[src/rtl/cnt_rr_sched_pkg.sv]
// ---------------------------------------------------------------------------
// cnt_rr_sched_pkg : shared types and width helpers for cnt_rr_sched
// Rev 1.0
// ---------------------------------------------------------------------------
`default_nettype none

package cnt_rr_sched_pkg;

  typedef enum logic [0:0] {
    IDLE  = 1'b0,
    GRANT = 1'b1
  } state_t;

  function automatic int idx_w(input int n);
    return (n > 1) ? $clog2(n) : 1;
  endfunction

  // hold_cnt has to represent the value HOLD itself
  function automatic int hold_w(input int h);
    return (h > 1) ? $clog2(h + 1) : 1;
  endfunction

endpackage

`default_nettype wire

[src/rtl/cnt_rr_sched_pick.sv]
// ---------------------------------------------------------------------------
// rr_pick : combinational round-robin selector, first request at/after ptr
// Rev 1.0
// ---------------------------------------------------------------------------
`default_nettype none

module rr_pick
  import cnt_rr_sched_pkg::*;
#(
  parameter int NREQ = 4,
  parameter int IW   = idx_w(NREQ)
) (
  input  logic [NREQ-1:0] req_i,
  input  logic [IW-1:0]   ptr_i,
  output logic [NREQ-1:0] pick_o,
  output logic [IW-1:0]   idx_o
);

  logic [2*NREQ-1:0] w_req2;
  logic [2*NREQ-1:0] w_pick2;
  logic [NREQ-1:0]   w_pick_rot;
  logic [IW-1:0]     w_ofs;
  logic [IW:0]       w_sum;
  logic              w_found;

  // Rotate so ptr sits at bit 0, take the lowest set bit, rotate back.
  always_comb begin
    w_req2     = {req_i, req_i} >> ptr_i;
    w_found    = 1'b0;
    w_ofs      = '0;
    w_pick_rot = '0;
    for (int i = 0; i < NREQ; i++) begin
      if (!w_found && w_req2[i]) begin
        w_found       = 1'b1;
        w_ofs         = IW'(i);
        w_pick_rot[i] = 1'b1;
      end
    end
    w_pick2 = {w_pick_rot, w_pick_rot} << ptr_i;
    pick_o  = w_pick2[2*NREQ-1:NREQ];
    w_sum   = {1'b0, ptr_i} + {1'b0, w_ofs};
    if (w_sum >= (IW+1)'(NREQ)) begin
      w_sum = w_sum - (IW+1)'(NREQ);
    end
    idx_o = w_sum[IW-1:0];
  end

endmodule

`default_nettype wire

[src/rtl/cnt_rr_sched.sv]
// ---------------------------------------------------------------------------
// cnt_rr_sched : round-robin access scheduler for one shared event counter
// Build option CNT_RR_SCHED_SAT_EN: saturate at all-ones instead of wrapping.
// Rev 1.0
// ---------------------------------------------------------------------------
`default_nettype none

module cnt_rr_sched
  import cnt_rr_sched_pkg::*;
#(
  parameter int NREQ = 4,
  parameter int CW   = 4,
  parameter int HOLD = 3
) (
  input  logic            clk,
  input  logic            rst_n,
  input  logic [NREQ-1:0] req,
  input  logic [NREQ-1:0] inc,
  input  logic            clr,
  output logic [NREQ-1:0] gnt,
  output logic            gnt_vld,
  output logic [CW-1:0]   cnt,
  output logic            full,
  output logic            empty,
  output logic            ovf
);

  localparam int IW = idx_w(NREQ);
  localparam int HW = hold_w(HOLD);
  localparam logic [HW-1:0] HOLD_LAST = HW'(HOLD);

  state_t          state_q, state_d;
  logic [NREQ-1:0] gnt_q, gnt_d;
  logic            gnt_vld_q, gnt_vld_d;
  logic [IW-1:0]   gidx_q, gidx_d;
  logic [IW-1:0]   ptr_q, ptr_d;
  logic [HW-1:0]   hold_q, hold_d;
  logic [CW-1:0]   cnt_q, cnt_d;
  logic            ovf_q, ovf_d;

  logic [NREQ-1:0] w_pick;
  logic [IW-1:0]   w_pick_idx;
  logic            w_release;
  logic            w_inc;

  rr_pick #(
    .NREQ (NREQ),
    .IW   (IW)
  ) u_pick (
    .req_i  (req),
    .ptr_i  (ptr_q),
    .pick_o (w_pick),
    .idx_o  (w_pick_idx)
  );

  // A tenure is capped at HOLD granted cycles, or ends early when req drops.
  assign w_release = !req[gidx_q] || (hold_q == HOLD_LAST);
  assign w_inc     = gnt_vld_q & inc[gidx_q];

  always_comb begin
    state_d = state_q;
    gnt_d   = gnt_q;
    gidx_d  = gidx_q;
    ptr_d   = ptr_q;
    hold_d  = hold_q;
    case (state_q)
      IDLE: begin
        gnt_d = '0;
        if (|req) begin
          gnt_d   = w_pick;
          gidx_d  = w_pick_idx;
          hold_d  = HW'(1);
          state_d = GRANT;
        end
      end
      GRANT: begin
        if (w_release) begin
          gnt_d   = '0;
          hold_d  = '0;
          ptr_d   = (gidx_q == IW'(NREQ - 1)) ? '0 : gidx_q + 1'b1;
          state_d = IDLE;
        end else begin
          hold_d = hold_q + 1'b1;
        end
      end
      default: begin
        gnt_d   = '0;
        state_d = IDLE;
      end
    endcase
    gnt_vld_d = |gnt_d;
  end

  always_comb begin
    cnt_d = cnt_q;
    ovf_d = 1'b0;
    if (clr) begin
      cnt_d = '0;
    end else if (w_inc) begin
      if (cnt_q == {CW{1'b1}}) begin
        ovf_d = 1'b1;
`ifdef CNT_RR_SCHED_SAT_EN
        cnt_d = cnt_q;
`else
        cnt_d = '0;
`endif
      end else begin
        cnt_d = cnt_q + 1'b1;
      end
    end
  end

  always_ff @(posedge clk) begin
    if (!rst_n) begin
      state_q   <= IDLE;
      gnt_q     <= '0;
      gnt_vld_q <= 1'b0;
      gidx_q    <= '0;
      ptr_q     <= '0;
      hold_q    <= '0;
      cnt_q     <= '0;
      ovf_q     <= 1'b0;
    end else begin
      state_q   <= state_d;
      gnt_q     <= gnt_d;
      gnt_vld_q <= gnt_vld_d;
      gidx_q    <= gidx_d;
      ptr_q     <= ptr_d;
      hold_q    <= hold_d;
      cnt_q     <= cnt_d;
      ovf_q     <= ovf_d;
    end
  end

  assign gnt     = gnt_q;
  assign gnt_vld = gnt_vld_q;
  assign cnt     = cnt_q;
  assign full    = (cnt_q == {CW{1'b1}});
  assign empty   = (cnt_q == '0);
  assign ovf     = ovf_q;

endmodule

`default_nettype wire
[config.mk]
export PLATFORM = sky130hd
export DESIGN_NAME = cnt_rr_sched
export DESIGN_NICKNAME = d
export VERILOG_FILES = /design/src/rtl/cnt_rr_sched_pkg.sv /design/src/rtl/cnt_rr_sched_pick.sv /design/src/rtl/cnt_rr_sched.sv
export SDC_FILE = /design/constraint.sdc
export NUM_CORES = 1
export LEC_CHECK = 0
export ABC_AREA = 1
export BUFFER_PORTS_ARGS = -buffer_cell sky130_fd_sc_hd__buf_2
export CORE_MARGIN = 3
export CORE_UTILIZATION = 50
export CTS_CLUSTER_SIZE = 8
export DETAILED_ROUTE_END_ITERATION = 16
export HOLD_SLACK_MARGIN = 0.15
export PLACE_DENSITY = 0.74
export SETUP_SLACK_MARGIN = 0.02
export SYNTH_ARGS = -nofsm -noshare
export SYNTH_HDL_FRONTEND = slang
export SYNTH_SLANG_ARGS = --single-unit
[constraint.sdc]
create_clock -name clk -period 2.79 [get_ports clk]
set_clock_uncertainty 0.2 [all_clocks]
set_input_delay 0.4185 -clock clk [delete_from_list [all_inputs] [get_ports clk]]
set_output_delay 0.4185 -clock clk [all_outputs]
set_load 0.05 [all_outputs]
After elaboration in Yosys (flattened, before gate mapping)
Cells that the tools add are included.
{"block": "totals", "ff_bits": 17, "inputBits": 11, "out_inout_bits": 12, "word_cells": 66}
{"block": "op_classes", "add_sub_neg": 5, "order_cmp": 2, "n_eq_ne": 4, "shift": 2, "mux": 26, "bitwise_logic": 4, "n_reduce_logical": 15}
{"cell": "two-way mux 1 bit", "n": 12}
{"cell": "two-way mux 2 bit", "n": 6}
{"cell": "two-way mux 4 bit", "n": 3}
{"cell": "case mux 4 bit (2 select lines)", "n": 1}
{"cell": "OR reduction 4 bit", "n": 2}
{"cell": "<< shifter 8 x 2 -> 8 bit", "n": 1}
{"cell": ">> shifter 8 x 2 -> 4 bit", "n": 1}
{"cell": "adder 2 x 1 -> 2 bit (second input constant)", "n": 2}
{"cell": "adder 4 x 1 -> 4 bit (second input constant)", "n": 1}
{"cell": "binary-select mux 1 bit (select 2 bit)", "n": 2}
{"cell": "== test 2 bit (second input constant)", "n": 2}
{"cell": "== test 4 bit (second input constant)", "n": 1}
{"cell": "zero test 1 bit", "n": 4}
{"cell": "zero test 4 bit", "n": 1}
{"cell": "case mux 2 bit (2 select lines)", "n": 1}
{"cell": "AND reduction 2 bit", "n": 2}
{"cell": "adder 2 x 2 -> 3 bit", "n": 1}
{"cell": "greater-or-equal comparator 3 bit (second input constant)", "n": 1}
{"cell": "logical AND 1 bit", "n": 3}
{"cell": "< comparator 2 x 3 -> 1 bit (second input constant)", "n": 1}
{"cell": "NOT 1 bit", "n": 3}
{"cell": "OR reduction 3 bit", "n": 1}
{"cell": "inequality test 2 bit (second input constant)", "n": 1}
{"cell": "case mux 1 bit (2 select lines)", "n": 1}
{"cell": "other kinds (4)", "n": 4}

Logic depth before layout (Yosys ltp)
{"block": "logic_depth", "depth_word": 15, "ltp_mapped": 14}

Hierarchy
From an unflattened synthesis, not the netlist that was laid out.
{"block": "unflattened", "cells_unflattened": 174, "area_unflattened_um2": 1216.2}
{"module": "cnt_rr_sched", "n_inst": 1, "cells_each": 113, "area_each_um2": 833.3, "seq_area_each_um2": 340.3}
{"module": "rr_pick", "n_inst": 1, "cells_each": 61, "area_each_um2": 382.9, "seq_area_each_um2": 0.0}

Worst setup path before layout
No wires, ideal clock.
{"block": "synth_path", "path_kind": "reg2out", "from": "reg cnt_q[0] (netlist: cnt[0])", "to": "out empty", "arrival_time_ns": 1.463, "required_ns": 2.172, "setup_slack_ns": 0.708, "path_stages_with_launch": 5, "path_buffers": 0, "path_cell_list": "dfxtp_1 -> inv_1 -> ha_1 -> nand2_1 -> nor2_1"}
{"block": "synth_via", "elab_chain_len": 1}
{"item": "start, declared", "line": "cnt_rr_sched.sv:38", "text": "logic [CW-1:0] cnt_q, cnt_d;"}
{"item": "start signal, assigned", "line": "cnt_rr_sched.sv:130", "text": "cnt_q <= cnt_d;"}
{"item": "zero test 4 bit", "line": "cnt_rr_sched.sv:139", "text": "assign empty = (cnt_q == '0);"}
{"item": "end, declared", "line": "cnt_rr_sched.sv:24", "text": "output logic empty,"}
Every way passes these cells.

Worst setup path in the final report
{"block": "layout_path", "from": "reg ptr_q[0]", "to": "reg gidx_q[1]"}
{"block": "layout_via", "elab_chain_len": 14, "elab_cells_between_ends": 17, "cone_classes": "add/sub: 2; order compare: 1; shift: 1; mux: 7; reduce/logical: 6"}
{"item": "start, declared", "line": "cnt_rr_sched.sv:36", "text": "logic [IW-1:0] ptr_q, ptr_d;"}
{"item": "start signal, assigned", "line": "cnt_rr_sched.sv:128", "text": "ptr_q <= ptr_d;"}
{"item": ">> shifter 8 x 2 -> 4 bit", "line": "cnt_rr_sched_pick.sv:28", "text": "w_req2 = {req_i, req_i} >> ptr_i;"}
{"item": "two-way mux 1 bit", "line": "cnt_rr_sched_pick.sv:33", "text": "if (!w_found && w_req2[i]) begin"}
{"item": "zero test 1 bit", "line": "cnt_rr_sched_pick.sv:33"}
{"item": "logical AND 1 bit", "line": "cnt_rr_sched_pick.sv:33"}
{"item": "two-way mux 1 bit", "line": "cnt_rr_sched_pick.sv:33"}
{"item": "zero test 1 bit", "line": "cnt_rr_sched_pick.sv:33"}
{"item": "logical AND 1 bit", "line": "cnt_rr_sched_pick.sv:33"}
{"item": "two-way mux 1 bit", "line": "cnt_rr_sched_pick.sv:33"}
{"item": "zero test 1 bit", "line": "cnt_rr_sched_pick.sv:33"}
{"item": "logical AND 1 bit", "line": "cnt_rr_sched_pick.sv:33"}
{"item": "two-way mux 2 bit", "line": "cnt_rr_sched_pick.sv:33"}
{"item": "adder 2 x 2 -> 3 bit (*)", "line": "cnt_rr_sched_pick.sv:41", "text": "w_sum = {1'b0, ptr_i} + {1'b0, w_ofs};"}
{"item": "greater-or-equal comparator 3 bit or subtractor 2 x 1 -> 2 bit (tied branches)", "line": "cnt_rr_sched_pick.sv:42, cnt_rr_sched_pick.sv:43"}
{"item": "two-way mux 2 bit (*)", "line": "cnt_rr_sched_pick.sv:42", "text": "if (w_sum >= (IW+1)'(NREQ)) begin"}
{"item": "end signal, assigned", "line": "cnt_rr_sched.sv:127", "text": "gidx_q <= gidx_d;"}
{"item": "end, declared", "line": "cnt_rr_sched.sv:35", "text": "logic [IW-1:0] gidx_q, gidx_d;"}
Mark *: on every way between the ends. The rest lies on a longest branch, timed or not.
A chain may end at the register's enable or synchronous reset.

==> results.toml <==
[floorplan]
dieArea_um2 = 2810
die_y_um = 53.01
core-area_um2 = 2022
dieWidth_um = 53.01
fp-row-count = 16
boundaryPins = 23
starting_utilization_of_the_core_area_pct = 54.64

[synthesis]
post_synth_inst_count = 171
synth_edf_count = 0
syn_area_per_cell_um2 = 6.461
yosysSeqAreaShare_pct = 30.80
synth.lib_cells_used.distinct = 24
mappedNetlistNets = 187
synth-main-ff-cell = "sky130_fd_sc_hd__dfxtp_1"
synth_area_um2 = 1105
asr_flop_ratio_synth_pct = 0
synth.yosys.warnings = 0
synth.ff_latch_count = 17

[clock_tree]
clkSlewWorstSetupHoldPaths_ns = 0.10
number_of_clock_sinks_seen_by_cts = 17
tritoncts = "built"
clk_latency_ns = 0.29
clock_tree.htree_level_count = 1
cts_resized = 0
cts_made_buffers = 3
cts_root_buffer = "sky130_fd_sc_hd__clkbuf_4"
cts_max_path_buffers = 2

[worst_setup_path]
r2r_start = "ptr_q[0]$_SDFFE_PN0P_"
cell_type_of_the_slowest_stage_on_the_worst_timing_path = "sky130_fd_sc_hd__dfxtp_1"
timing.critical_path.required_ns = 2.77
crit_chain = "inv_2 -> nand2_1 -> nand3_1 -> nand2_2 -> inv_1 -> a21oi_1 -> ha_1 -> xor2_1 -> xor2_1 -> a21oi_1"
critical_path.max_stage_delay_ns = 0.56
setup.worst_path.end_class = "register"
worst_ep_arrival_time_ns = 2.23
critical_path_class = "reg -> reg"
setup.worst_path.start_class = "register"
timing.critical_path.fanout_max = 12
worstSetupStartpoint = "ptr_q[0]$_SDFFE_PN0P_"

[sta]
timing.slew.headroom_pct = 70.13
worst_slew_pin_slew_ns = 0.4474
timing.final.hold_violations = 0
timing.final.crit_share_pct = 80.54
finalSetupTns_ns = 0
final_critical_period_ns = 2.247
grt_setup_unrepaired = "no"
clock.fmax_mhz = 445.1
finalHoldWorstSlack_ns = 0.2016
report.final.setup_viol = 0
maxSlewViolCount = 0

[detailed_routing]
detailroute.via_count = 1182
drt-wirelength-per-cell_um = 11.17
post-route-drc-count = 0
route.antenna.remaining_nets = 0
number_of_drc_violations_after_detailed_routing_iteration_0 = 39
firstDrtPassIters = 4
totalWireLength_um = 2480
drt-vias-per-instance = 5.324

[layout]
nets = 212
area_growth_synth_to_finish_pct = 13.70
drive_gt1_share_pct = 19.49
layout.core_utilization_pct = 62.13
antenna_cells = 0
multiInputGateArea_um2 = 644.4
layout.cells.most_common = "sky130_fd_sc_hd__nand2_1"
layout.cells.most_common_list = "42 x sky130_fd_sc_hd__nand2_1, 22 x sky130_fd_sc_hd__nand3_1, 22 x sky130_fd_sc_hd__buf_2"
filler_cell_count = 213
seq_area_um2 = 340.3
post-route-cell-area_um2 = 1256

[placed_design]
dpl-instance-area_um2 = 1219
gp_routability_congestion = 0.7388
detailed_place_hpwl_um = 1935
port-buffer-count = 22

[global_routing]
gr-total-overflow = 0
number_of_antenna_violations_at_the_first_check_in_global_routing = 0
grt_pass1_wl_um = 4485
grt_start_max_net_pins = 13
global_route.usage.met3_pct = 5.352
gr-max-usage-layer = "met2"
track_usage_pct = 21.27
grt_pass1_vias = 1096
grt.met1_usage_pct = 27.71
grtUsageMet2_pct = 34.50

[status]
outcome = "completed"

[job]
cap_viol_max_count = 0

[min_path]
holdCritStartpoint = "rst_n"
hold_class = "in -> reg"

[pwr]
cellPowerDensity_nw_per_um2 = 761.0
vdd_drop_max_v = 0.0005328
leakagePower_nw = 0.6634
power_w = 0.0009559
-- kinds of logic after synthesis --
logic type	Yosys count	synth area share, %
compound gates	27	13.02
fa+ha+maj	5	5.663
simple gates	92	37.26
buf+inv	27	10.87
xor+xnor	3	2.379
flops	17	30.80
-- worst paths after layout --
kind                            endpoint  slack, ns  cells past startpoint
setup / recovery  gidx_q[1]$_SDFFE_PN0P_       0.54                     10
setup reg to reg  gidx_q[1]$_SDFFE_PN0P_       0.54                     10
hold / removal    gidx_q[1]$_SDFFE_PN0P_       0.20                      3
hold reg to reg   hold_q[1]$_SDFFE_PN0P_       0.28                      2
-- worst max-delay path: cells and delay by family, from the launching register on --
family,cells,cell delay (ns)
flip-flops,1,0.56
XOR/XNOR,2,0.37
AND/OR/NAND/NOR,3,0.36
buffers and inverters,2,0.25
AO/OA/AOI/OAI,2,0.21
adder cells (fa/ha/maj),1,0.19
-- flip-flops by register name, summed over array words and instances, names as in the netlist --
register and cells:
cnt 4, gidx_q 2, gnt 4, gnt_vld 1, hold_q 2, ovf 1
ptr_q 2, state_q 1
-- power by group --
group / internal (W) / leakage [nW] / switching (W)
clock network: 0.0000534 / 0.0177 / 0.0000806
registers: 0.000287 / 0.139 / 0.0000512
logic: 0.000149 / 0.506 / 0.000335
-- stage by stage --
step           setup slack, ns  std cells
2_1_floorplan           0.7081        171
3_5_place_dp            0.5917        217
6_report                0.5431        222
3_3_place_gp            0.7266        217
5_1_grt                 0.3160        222
4_1_cts                 0.5784        222
-- cell usage after synthesis (2+ instances only) --
master / instances / area (um^2)
sky130_fd_sc_hd__nand3_1: 22 / 110.1
sky130_fd_sc_hd__nand3b_1: 2 / 15.01
sky130_fd_sc_hd__nand4_1: 2 / 12.51
sky130_fd_sc_hd__o21ai_1: 2 / 10.01
sky130_fd_sc_hd__nor2_1: 14 / 52.55
sky130_fd_sc_hd__o21ai_0: 8 / 40.04
sky130_fd_sc_hd__dfxtp_1: 17 / 340.3
sky130_fd_sc_hd__buf_6: 2 / 22.52
sky130_fd_sc_hd__nand2_2: 3 / 18.77
sky130_fd_sc_hd__xor2_1: 3 / 26.28
sky130_fd_sc_hd__a21oi_1: 14 / 70.07
sky130_fd_sc_hd__nand2_1: 42 / 157.7
sky130_fd_sc_hd__ha_1: 5 / 62.56
sky130_fd_sc_hd__nor3_1: 2 / 10.01
sky130_fd_sc_hd__inv_2: 4 / 15.01
sky130_fd_sc_hd__nor2_2: 3 / 18.77
sky130_fd_sc_hd__inv_1: 19 / 71.32
-- routing by layer --
metal  vias to the layer above  share of wire [%]
li1                        605                  -
met1                       551                 47
met2                        24                 49
met3                         2                4.0
met4                         0               0.36
met5                         -                  0
-- what timing repair did --
| item | 4_1_cts | 5_1_grt |
|---|---|---|
| hold buffers | 1 | 0 |
| endpoints found under the hold margin | 1 | 0 |
| setup buffers | 0 | 0 |
-- layout make-up --
class | count | share of cell area [%]
Clock inverter | 1 | 0.3984
Inverter | 24 | 7.171
Clock buffer | 3 | 1.793
Multi-Input combinational cell | 127 | 51.30
Tap cell | 27 | 2.689
Timing Repair Buffer | 23 | 9.562
Sequential cell | 17 | 27.09
(Power assumes the default switching activity.)
